## config.mk

```make
export PLATFORM = sky130hd
export DESIGN_NAME = swbut_conditioner
export DESIGN_NICKNAME = d
export VERILOG_FILES = /design/src/rtl/swbut_conditioner.sv
export SDC_FILE = /design/constraint.sdc
export NUM_CORES = 1
export LEC_CHECK = 0
export CAP_MARGIN = 20
export CORE_UTILIZATION = 60
export CTS_CLUSTER_DIAMETER = 150
export DETAILED_ROUTE_END_ITERATION = 6
export PLACE_DENSITY = 0.83
export SETUP_SLACK_MARGIN = 0.1
export SLEW_MARGIN = 0
export SYNTH_ARGS = -nofsm -noshare
export SYNTH_HDL_FRONTEND = slang
export SYNTH_SLANG_ARGS = --single-unit
export TNS_END_PERCENT = 5
```

## constraint.sdc

```tcl
create_clock -name clk -period 1.89 [get_ports clk]
set_input_delay 0.189 -clock clk [delete_from_list [all_inputs] [get_ports clk]]
set_output_delay 0.189 -clock clk [all_outputs]
set_load 0.05 [all_outputs]
```

## src/rtl/swbut_conditioner.sv

```systemverilog
// rtl/swbut_conditioner.sv - synchronizer, per-bit debouncer and start-button press pulse
//
// Produces the 16-bit switch/button word for the collatz swbut top.
// Each raw pin goes through a two-flop synchronizer, then an independent
// debouncer that flips its stable value only after DEBOUNCE_CYCLES
// consecutive disagreeing samples. A registered one-cycle press pulse is
// emitted when the stable copy of BUTTON_BIT rises.
//
// Optional feature macro: SWBUT_AUTOREPEAT_EN
//   defined   - while the button stays held, an extra press pulse is emitted
//               every REPEAT_CYCLES cycles after the initial one.
//   undefined - one pulse per press; REPEAT_CYCLES is only range-checked.
//
// Ports:
//   clk      in   1      rising-edge clock, shared with the consumer
//   rst_n    in   1      synchronous active-low reset
//   raw      in   WIDTH  asynchronous pin levels
//   in_word  out  WIDTH  debounced stable word
//   press    out  1      one-cycle pulse per qualified press of BUTTON_BIT

module swbut_conditioner #(
    parameter int WIDTH           = 16,
    parameter int DEBOUNCE_CYCLES = 1000,
    parameter int BUTTON_BIT      = 15,
    parameter int REPEAT_CYCLES   = 50000
) (
    input  logic             clk,
    input  logic             rst_n,
    input  logic [WIDTH-1:0] raw,
    output logic [WIDTH-1:0] in_word,
    output logic             press
);

    // Elaboration-time parameter sanity checks.
    if (DEBOUNCE_CYCLES < 2) begin : g_bad_debounce
        $error("swbut_conditioner: DEBOUNCE_CYCLES must be at least 2");
    end
    if (BUTTON_BIT < 0 || BUTTON_BIT >= WIDTH) begin : g_bad_button
        $error("swbut_conditioner: BUTTON_BIT out of range");
    end
    if (REPEAT_CYCLES < 1) begin : g_bad_repeat
        $error("swbut_conditioner: REPEAT_CYCLES must be at least 1");
    end

    localparam int               CNT_W    = $clog2(DEBOUNCE_CYCLES);
    localparam logic [CNT_W-1:0] CNT_LAST = CNT_W'(DEBOUNCE_CYCLES - 1);

    // Synchronizer and debounce state.
    logic [WIDTH-1:0] s1_q;
    logic [WIDTH-1:0] s2_q;
    logic [WIDTH-1:0] stable_q;
    logic [WIDTH-1:0] stable_d;
    logic [CNT_W-1:0] cnt_q [WIDTH];
    logic [CNT_W-1:0] cnt_d [WIDTH];

    // Press detection state.
    logic btn_dly_q;
    logic press_q;
    logic press_d;
    logic rise;

    // Debounce next state: a bit that agrees with its stable value holds
    // its counter at zero; a disagreeing bit counts, and flips the stable
    // value on the DEBOUNCE_CYCLES-th consecutive disagreeing sample.
    always_comb begin
        stable_d = stable_q;
        for (int i = 0; i < WIDTH; i++) begin
            cnt_d[i] = '0;
            if (s2_q[i] != stable_q[i]) begin
                if (cnt_q[i] == CNT_LAST) begin
                    stable_d[i] = s2_q[i];
                end else begin
                    cnt_d[i] = cnt_q[i] + CNT_W'(1);
                end
            end
        end
    end

    assign rise = stable_q[BUTTON_BIT] & ~btn_dly_q;

`ifdef SWBUT_AUTOREPEAT_EN
    localparam int               REP_W    = (REPEAT_CYCLES > 1) ? $clog2(REPEAT_CYCLES) : 1;
    localparam logic [REP_W-1:0] REP_LAST = REP_W'(REPEAT_CYCLES - 1);

    logic [REP_W-1:0] rep_q;
    logic [REP_W-1:0] rep_d;
    logic             rep_fire;

    // The repeat counter restarts on the initial press and whenever the
    // button is released, so the first repeat lands REPEAT_CYCLES after
    // the initial pulse.
    always_comb begin
        rep_d    = rep_q;
        rep_fire = 1'b0;
        if (!stable_q[BUTTON_BIT] || rise) begin
            rep_d = '0;
        end else if (rep_q == REP_LAST) begin
            rep_d    = '0;
            rep_fire = 1'b1;
        end else begin
            rep_d = rep_q + REP_W'(1);
        end
    end

    always_ff @(posedge clk) begin
        if (!rst_n) begin
            rep_q <= '0;
        end else begin
            rep_q <= rep_d;
        end
    end

    always_comb begin
        press_d = rise | rep_fire;
    end
`else
    always_comb begin
        press_d = rise;
    end
`endif

    always_ff @(posedge clk) begin
        if (!rst_n) begin
            s1_q      <= '0;
            s2_q      <= '0;
            stable_q  <= '0;
            btn_dly_q <= 1'b0;
            press_q   <= 1'b0;
            for (int i = 0; i < WIDTH; i++) begin
                cnt_q[i] <= '0;
            end
        end else begin
            s1_q      <= raw;
            s2_q      <= s1_q;
            stable_q  <= stable_d;
            btn_dly_q <= stable_q[BUTTON_BIT];
            press_q   <= press_d;
            for (int i = 0; i < WIDTH; i++) begin
                cnt_q[i] <= cnt_d[i];
            end
        end
    end

    assign in_word = stable_q;
    assign press   = press_q;

endmodule
```

==> results of run 1 <==
[critical path: cells and delay by family (launching register included)]
| family | cells | cell delay [ns] |
|---|---|---|
| flip-flops | 1 | 0.37 |
| AO/OA/AOI/OAI | 1 | 0.34 |
| adder cells (fa/ha/maj) | 1 | 0.24 |
| AND/OR/NAND/NOR | 3 | 0.57 |
[worst max-delay path by stage]
stage,from,to,slack [ns]
global route,cnt_q[1][0]$_SDFF_PP0_,in_word[8]$_SDFFE_PN0P_,0.10
finish,cnt_q[0][20]$_SDFF_PP0_,cnt_q[0][25]$_SDFF_PP0_,0.25
global placement,cnt_q[1][0]$_SDFF_PP0_,cnt_q[1][6]$_SDFF_PP0_,0.33
detailed placement,cnt_q[0][20]$_SDFF_PP0_,cnt_q[0][25]$_SDFF_PP0_,0.25
CTS,cnt_q[0][70]$_SDFF_PP0_,cnt_q[0][76]$_SDFF_PP0_,0.22
floorplan,cnt_q[0][50]$_SDFF_PP0_,cnt_q[0][53]$_SDFF_PP0_,0.34
[cell usage after synthesis (2+ instances only)]
master and instances:
and2_1 46, a21oi_1 41, mux2i_1 14, ha_1 19
o21ai_1 3, or2_2 8, inv_1 29, or3_1 6
o211a_1 2, nand2b_1 4, buf_2 2, o21ai_0 11
a31oi_1 13, nor4_1 4, and4bb_2 2, nand4_1 28
o221a_2 14, dfxtp_1 210, nor2_1 167, nor3_1 20
o211ai_1 3, nand3b_1 5, and3_1 29, clkbuf_1 8
and4_1 9, a211oi_1 2, nand3_1 75, a41oi_1 3
xnor2_1 44, nand2_1 64, a311oi_1 7, xor2_1 53
nand4b_1 4
[state kept, by name, summed over array words and instances (netlist names)]
signal and cells:
btn_dly_q 1, cnt_q 160, s2_q 16, in_word 16
s1_q 16, press 1
[area by class of cell]
| class | instances | area share |
|---|---|---|
| clock buffer | 37 | 0.0703 |
| clock inverter | 2 | 0.00101 |
| inverter | 30 | 0.0113 |
| multi-input combinational | 713 | 0.433 |
| sequential | 210 | 0.423 |
| tap | 180 | 0.0227 |
| timing repair buffer | 41 | 0.0382 |
[report_power, final]
group | switching, W | leakage, nW | internal [W]
Combinational | 0.0000779 | 1.59 | 0.0000740
Sequential | 0.0000234 | 1.70 | 0.00447
Clock | 0.00161 | 0.350 | 0.00250
Total | 0.00171 | 3.64 | 0.00704
[logic make-up after synthesis]
kind of cell,share of synthesized area
mux,0.0162
buf+inv,0.0176
compound gates,0.0789
fa+ha+maj,0.0275
simple gates,0.276
flops,0.486
xor+xnor,0.0982
[through the flow]
stage                     total power (W)  cells  hold slack [ns]  utilization  setup WS, ns
after floorplan                   0.00467    963            0.316            -         0.336
after global placement            0.00474   1174            0.371        0.661         0.331
after detailed placement          0.00474   1174            0.372        0.661         0.248
after CTS                         0.00885   1213           0.0998        0.710         0.217
after global routing              0.00903   1213            0.106        0.710         0.101
final                             0.00875   1213            0.108        0.710         0.255
[repair_timing]
action	4_1_cts	5_1_grt
gates resized for setup	17	1
hold buffers	0	0
setup endpoints to repair	17	3
[metal layers]
layer	global-route usage	up-vias	part of all wire
met5	0	-	0
met4	0.0785	0	0.024
met3	0.0272	29	0.028
met2	0.367	101	0.48
met1	0.262	3062	0.47
li1	-	3450	-
==> qor.txt, run 1 <==
Rel. slew slack: 0.662
Layout area overhead: 14.7%
Io pins: 35
Clock transition at path regs: 0.06 ns
FP Rows: 43
Endpoint type of the worst setup path: register
Critical path peak fanout: 5
Critical-path top delay cell: dfxtp_1
Reg-to-reg setup timing slack: 0.25 ns
Register bit total from synthesis: 210
Dpl hpwl: 10.2 mm
Full die area: 14900 um^2
Cell Chain, Critical Path: ha_1, nand4b_1, or2_2, o21ai_1, nor2_1
Remaining DRCs: 0
Core box area: 14000 um^2
Max-slew violation count: 0
DR vias: 6642
Startpoint types: register
Yosys warning count: 0
Hold path startpoint: rst_n
DR pass1 iterations: 5
Ys async rst share: 0
Hold EP: s1_q[10]$_SDFF_PN0_
Final WL: 15.1 mm
Setup TNS: 0 ns
Vias in the first global route: 6201
Ant diodes: 0
# nets final: 1055
Synth area leader: dfxtp_1
Multi-input logic area: 4300 um^2
Status: complete, no violations
CTS tree: built
Unrepaired setup endpoints after global routing: false
R2r worst-path depth: 5
Layout cells sized above 1: 0.0678
Synth Instances: 963
Die H: 122 um
Syn_nets: 1000
Leak: 3.64 nW
Slew @ Worst Pin: 0.509 ns
Max Clock Skew: 0.0114 ns
FMAX: 611 MHz
GR Overflow Total: 0
Number of fill cells: 1096
Most frequent cells in the layout: 210 x dfxtp_1, 167 x nor2_1, 75 x nand3_1, 64 x nand2_1, 53 x xor2_1
Crit path DAT: 1.99 ns
Tmin final: 1.64 ns
Largest stage delay on the critical path: 0.37 ns
WP data required: 2.25 ns
Reg2reg end: cnt_q[0][25]$_SDFF_PP0_
GRT Total Usage: 0.209
H-Tree Depth: 1
Largest net degree at the start of global routing: 40
GP Congestion: 0.848
Final hold viol count: 0
Hold depth: 2
Number of port buffers: 34
Num Clock Sinks: 210
Cell area after synthesis: 8650 um^2
Horiz. Die Dim: 122 um
Sequential share of the synthesized area: 0.486
Most common cell after layout, fill and taps aside: dfxtp_1
Via density: 5.48
Num CTS Buffers: 22
Critical path class: reg2reg
Synth Flop Type: dfxtp_1
Tcrit/Tclk final: 0.865
Root Buffer: clkbuf_16
Power per cell area: 881 nW/um^2
First-pass GRT wire length: 26.2 mm
Synth cell types: 47
Initial core utilization: 0.619
Largest cells by area after synthesis: dfxtp_1 49%, nor2_1 7.2%, xor2_1 5.4%, xnor2_1 4.5%, nand3_1 4.3%
Setup bufs post-CTS: 0
Max-cap violations: 0
Syn Area/Cell: 8.99 um^2
Maximum buffer depth of the clock tree: 3
Worst reg2reg startpoint: cnt_q[0][20]$_SDFF_PP0_
Worst VDD drop: 0.000658 V
Initial DRC Count: 343
Remaining antenna violation count: 0
Routed wire length per instance: 12.5 um
Worst-Skew Late Latency: 0.49 ns
Cell Area, Placed: 9240 um^2
Register area: 4200 um^2
Post-synth top area share: 0.486
Setup violators final: 0
Post-synth EDFFs: 0
Hold Path Class: in2reg
Initial antenna violation count: 0
Final Instance Area: 9930 um^2
(Power assumes the default switching activity.)
==> inputs of run 2 (changes only) <==
Settings changed: CORE_UTILIZATION 60 to 63, DONT_BUFFER_PORTS set to 1, PLACE_DENSITY 0.83 to unset, PLACE_DENSITY_LB_ADDON set to 0.1.
==> run 2 against run 1 <==
Compared with the run above:
- worst setup slack improved by 0.0092 ns
- routed wire length is 1.8% higher
- first-iteration DRC count down 6.7%
- sequential share of layout area is 0.16 points higher
- final area shrank 0.37%
- register-to-register slack barely moved
- clock power hardly changed
- combinational power decreased by 3%
- clock skew decreased by 0.0038 ns
- via count fell by 1.2%
- sequential cell count did not move
- critical endpoint is now cnt_q[1][7]$_SDFF_PP0_
==> qor.txt, run 2 (synthesis gave the netlist of run 1 again) <==
GR Layer Usage met1: 0.292 (+0.0306)
GRT Total Usage: 0.225 (+0.0151)
Remaining antenna violation count: 0 (unchanged)
Ant diodes: 0 (unchanged)
First-pass GRT wire length: 26.8 mm (+2.4%)
Status: complete, no violations
Met2 Track Usage GR: 0.377 (+0.0103)
Most frequent cells in the layout: 210 x dfxtp_1, 167 x nor2_1, 75 x nand3_1, 64 x nand2_1, 53 x xor2_1
Maximum buffer depth of the clock tree: 3 (unchanged)
Hold slack final: 0.0329 ns (-0.0750 ns)
Max Clock Skew: 0.00762 ns (-0.00375 ns)
Setup TNS: 0 ns (unchanged)
GP Congestion: 0.840 (-0.90%)
DR vias: 6559 (-1.2%)
CTS tree: built
Hold Path Class: in2reg
Slew @ Worst Pin: 0.468 ns (-0.0411 ns)
Most common cell after layout, fill and taps aside: dfxtp_1
Horiz. Die Dim: 119 um (-2.4%)
FP Rows: 42 (-2.3%)
Met3 usage in global routing: 0.0469 (+0.0198)
Power per cell area: 884 nW/um^2 (+0.27%)
Final WL: 15.4 mm (+1.8%)
Vias in the first global route: 6174 (-0.44%)
Tcrit/Tclk final: 0.860 (-0.00489)
Routed wire length per instance: 12.8 um (+2.4%)
Leak: 3.59 nW (-1.4%)
Dpl hpwl: 10.1 mm (-1.0%)
FMAX: 615 MHz (+0.57%)
Final hold viol count: 0 (unchanged)
Critical path peak fanout: 5 (unchanged)
H-Tree Depth: 1 (unchanged)
Cell Area, Placed: 8990 um^2 (-2.7%)
Max reg flops: 160 (unchanged)
Final Instance Area: 9890 um^2 (-0.37%)
# nets final: 1053 (-0.19%)
Max-slew violation count: 0 (unchanged)
Die H: 119 um (-2.4%)
Tmin final: 1.63 ns (-0.00924 ns)
Most Used Layer, Global Route: met2
Number of port buffers: 0 (-100%)
Endpoint type of the worst setup path: register
Num CTS Buffers: 22 (unchanged)
GR Overflow Total: 0 (unchanged)
Root Buffer: clkbuf_16
Top Family by Delay on Critical Path: simple AND/OR/NAND/NOR gates
Remaining DRCs: 0 (unchanged)
Largest register by flop count: cnt_q
Unrepaired setup endpoints after global routing: true
Via density: 5.44 (-0.68%)
Worst VDD drop: 0.000866 V (+32%)
DR pass1 iterations: 4 (-1)
Initial core utilization: 0.651 (+0.0323)
Largest net degree at the start of global routing: 57 (+43%)
Cell Chain, Critical Path: ha_1, nand4_1, nor3_1, a21oi_1, o221a_2
Setup violators final: 0 (unchanged)
Startpoint types: register
Worst-Skew Late Latency: 0.49 ns (about the same)
Initial DRC Count: 320 (-6.7%)
Core box area: 13300 um^2 (-5.0%)
Critical path class: reg2reg
Clock transition at path regs: 0.06 ns (about the same)
Layout cells sized above 1: 0.0825 (+0.0148)
WP buf/inv: 0 (unchanged)
Rel. slew slack: 0.687 (+0.0256)
Final design utilization: 0.744 (+0.0343)
Io pins: 35 (unchanged)
Setup bufs post-CTS: 0 (unchanged)
WP data required: 2.27 ns (+0.02 ns)
Initial antenna violation count: 0 (unchanged)
Full die area: 14200 um^2 (-4.7%)
Num Clock Sinks: 210 (unchanged)
Crit path DAT: 2.00 ns (about the same)
Critical-path top delay cell: dfxtp_1
Largest stage delay on the critical path: 0.39 ns (+0.02 ns)
Layout area overhead: 14.3%
Max-cap violations: 0 (unchanged)
[run 2: cell types whose count changed in the layout (fill, tap and decap cells not counted), sizes merged]
cell and delta:
buf +14, clkbuf -2, clkdlybuf4s50 -16, dlygate4sd2 -17
clkinv +1, dlygate4sd3 +17
[run 2: per-layer routing]
| layer | routed length [um] | up-vias |
|---|---|---|
| met5 | 0 | - |
| met4 | 276 | 0 |
| met3 | 733 | 23 |
| met2 | 7050 | 97 |
| met1 | 7330 | 2983 |
| li1 | - | 3456 |
[run 2: per-stage QoR]
stage / cells / setup slack, ns / total power, W
CTS: 1206 / 0.195 / 0.00884
floorplan: 963 / 0.336 / 0.00467
global route: 1206 / 0.0664 / 0.00905
detailed placement: 1150 / 0.219 / 0.00469
finish: 1206 / 0.264 / 0.00874
global placement: 1150 / 0.302 / 0.00468
[run 2: layout make-up]
class                      count  area (um^2)
clock buffer                  35          691
clock inverter                 3         15.0
fill                         989         3400
inverter                      30          113
multi-input combinational    713         4300
sequential                   210         4200
tap                          176          220
timing repair buffer          39          348
[run 2: worst reg2reg max path, stage by stage, from the launching register on]
cell and delay, ns:
dfxtp_1 0.39, ha_1 0.25, nand4_1 0.15, nor3_1 0.32
a21oi_1 0.13, o221a_2 0.28
[run 2: worst paths after layout]
check	start	end	slack (ns)	cells after the start
setup / recovery	cnt_q[1][0]$_SDFF_PP0_	cnt_q[1][7]$_SDFF_PP0_	0.26	5
hold reg to reg	btn_dly_q$_SDFF_PN0_	press$_SDFF_PN0_	0.42	1
hold / removal	rst_n	cnt_q[1][19]$_SDFF_PP0_	0.03	3
setup reg to reg	cnt_q[1][0]$_SDFF_PP0_	cnt_q[1][7]$_SDFF_PP0_	0.26	5
[run 2: power breakdown]
group          internal [W]  total [W]  switching, W
combinational     0.0000669   0.000147     0.0000803
clock               0.00249    0.00410       0.00161
sequential          0.00447    0.00449     0.0000236
[run 2: what timing repair did]
| action | in CTS | in global routing |
|---|---|---|
| endpoints found under the hold margin | 106 | 0 |
| endpoints found under the setup margin | 0 | 11 |
| gates resized for setup | 0 | 1 |
| hold buffers | 18 | 0 |
==> inputs of run 3 (changes only) <==
==> constraint.sdc (replaced) <==
create_clock -name clk -period 1.89 [get_ports clk]
set_input_delay 0.189 -clock clk [delete_from_list [all_inputs] [get_ports clk]]
set_output_delay 0.189 -clock clk [all_outputs]
set_load 0.1 [all_outputs]
==> run 3 against run 2 <==
Compared with the run above:
- sequential cell count did not move
- global-route usage rose by 0.70 points
- highest routed layer unchanged
- largest power group unchanged
- critical endpoint is now cnt_q[0][15]$_SDFF_PP0_
- register-to-register slack barely moved
- worst setup slack got worse by 0.0049 ns
- sequential power barely moved
- final area rose by 0.15%
- sequential share of layout area fell by 0.052 points
- non-clock buffer count rose by 1
- hold slack got worse by 0.013 ns
- utilization rose by 0.11 points
- routed wire length rose by 3.6%
==> qor.txt, run 3 (synthesis gave the netlist of run 1 again) <==
GP Congestion: 0.815 (-2.9%)
Leak: 3.60 nW (+0.20%)
Layout cells sized above 1: 0.0852 (+0.00266)
Worst VDD drop: 0.000844 V (-2.5%)
Endpoint type of the worst setup path: register
Max Clock Skew: 0.0142 ns (+0.00655 ns)
H-Tree Depth: 1 (unchanged)
Die H: 119 um (unchanged)
Total Power: 0.00883 W (+0.97%)
Layout area overhead: 14.5%
Worst-Skew Late Latency: 0.50 ns (about the same)
Number of fill cells: 990 (+0.10%)
Remaining antenna violation count: 0 (unchanged)
Num Clock Sinks: 210 (unchanged)
Initial core utilization: 0.651 (unchanged)
Status: complete, no violations
Vias in the first global route: 6269 (+1.5%)
Initial DRC Count: 416 (+30%)
Io pins: 35 (unchanged)
Rel. slew slack: 0.690 (+0.00279)
Critical path peak fanout: 6 (+1)
Horiz. Die Dim: 119 um (unchanged)
CTS tree: built
Startpoint types: register
Remaining DRCs: 0 (unchanged)
# nets final: 1055 (+0.19%)
Setup bufs post-CTS: 0 (unchanged)
Dpl hpwl: 10.2 mm (+0.73%)
Tcrit/Tclk final: 0.863 (+0.00257)
Routed wire length per instance: 13.2 um (+3.3%)
Unrepaired setup endpoints after global routing: true
Root Buffer: clkbuf_16
Final WL: 15.9 mm (+3.6%)
Max reg flops: 160 (unchanged)
Largest net degree at the start of global routing: 57 (unchanged)
Most frequent cells in the layout: 209 x dfxtp_1, 167 x nor2_1, 75 x nand3_1, 64 x nand2_1, 53 x xor2_1
DR pass1 iterations: 5 (+1)
Final design utilization: 0.745 (+0.00113)
Power per cell area: 891 nW/um^2 (+0.82%)
Max-slew violation count: 0 (unchanged)
GR Overflow Total: 0 (unchanged)
Initial antenna violation count: 0 (unchanged)
Full die area: 14200 um^2 (unchanged)
Num CTS Buffers: 23 (+4.5%)
Slew @ Worst Pin: 0.453 ns (-0.0153 ns)
FP Rows: 42 (unchanged)
Maximum buffer depth of the clock tree: 3 (unchanged)
Core box area: 13300 um^2 (unchanged)
Setup violators final: 0 (unchanged)
Tmin final: 1.63 ns (+0.00486 ns)
FMAX: 613 MHz (-0.30%)
WP data required: 2.28 ns (about the same)
Largest register by flop count: cnt_q
Number of port buffers: 0 (unchanged)
DR vias: 6653 (+1.4%)
GRT Total Usage: 0.232 (+0.00703)
Most common cell after layout, fill and taps aside: dfxtp_1
Clock transition at path regs: 0.06 ns (about the same)
Via density: 5.50 (+1.2%)
Max-cap violations: 0 (unchanged)
Critical path class: reg2reg
Crit path DAT: 2.02 ns (+0.02 ns)
Ant diodes: 0 (unchanged)
First-pass GRT wire length: 27.6 mm (+2.9%)
Setup TNS: 0 ns (unchanged)
Final hold viol count: 0 (unchanged)
Hold Path Class: in2reg
-- run 3: final timing paths --
kind              depth (start not counted)               startpoint  slack [ns]                       to
hold / removal                            2                    rst_n        0.02  cnt_q[1][67]$_SDFF_PP0_
hold reg to reg                           1     btn_dly_q$_SDFF_PN0_        0.39         press$_SDFF_PN0_
setup reg to reg                          5  cnt_q[0][10]$_SDFF_PP0_        0.26  cnt_q[0][15]$_SDFF_PP0_
setup / recovery                          5  cnt_q[0][10]$_SDFF_PP0_        0.26  cnt_q[0][15]$_SDFF_PP0_
-- run 3: power breakdown --
| part | leakage, nW | switching, W | internal [W] | total, W |
|---|---|---|---|---|
| sequential | 1.70 | 0.0000245 | 0.00447 | 0.00449 |
| combinational | 1.55 | 0.0000819 | 0.0000671 | 0.000149 |
| clock | 0.351 | 0.00169 | 0.00250 | 0.00418 |
| total | 3.60 | 0.00179 | 0.00703 | 0.00883 |
-- run 3: area by class of cell --
cell class	instances	area, um^2	area share
inverters	30	113	0.0114
clock buffers	32	639	0.0645
repair buffers	40	355	0.0359
multi-input cells	713	4300	0.434
well taps	176	220	0.0222
flip-flops and latches	210	4210	0.424
clock inverters	8	75.1	0.00758
-- run 3: per-stage QoR --
step | instance area [um^2] | setup slack [ns] | hold WS (ns) | std cells
3_5_place_dp | 9000 | 0.256 | 0.317 | 1151
6_report | 9910 | 0.259 | 0.0196 | 1209
2_1_floorplan | 8660 | 0.109 | 0.316 | 963
3_3_place_gp | 9000 | 0.316 | 0.314 | 1151
5_1_grt | 9910 | 0.0459 | 0.00604 | 1209
4_1_cts | 9910 | 0.212 | 0.00596 | 1209
-- run 3: routing by layer --
| layer | up-vias | global-route usage | share of wire |
|---|---|---|---|
| li1 | 3451 | - | - |
| met1 | 3062 | 0.298 | 0.47 |
| met2 | 111 | 0.397 | 0.47 |
| met3 | 29 | 0.0441 | 0.040 |
| met4 | 0 | 0.0617 | 0.019 |
| met5 | - | 0 | 0 |
-- run 3: critical path, cell delays in order (launching register included) --
cell and delay [ns]:
dfxtp_1 0.36, ha_1 0.24, nand4b_1 0.13, or3_2 0.48, nand3_1 0.23, nor2_1 0.08
-- run 3: timing repair --
item                                    CTS  global route
endpoints found under the setup margin    0            11
resized for setup                         0             1
hold buffers                             18             0
endpoints found under the hold margin   106             0
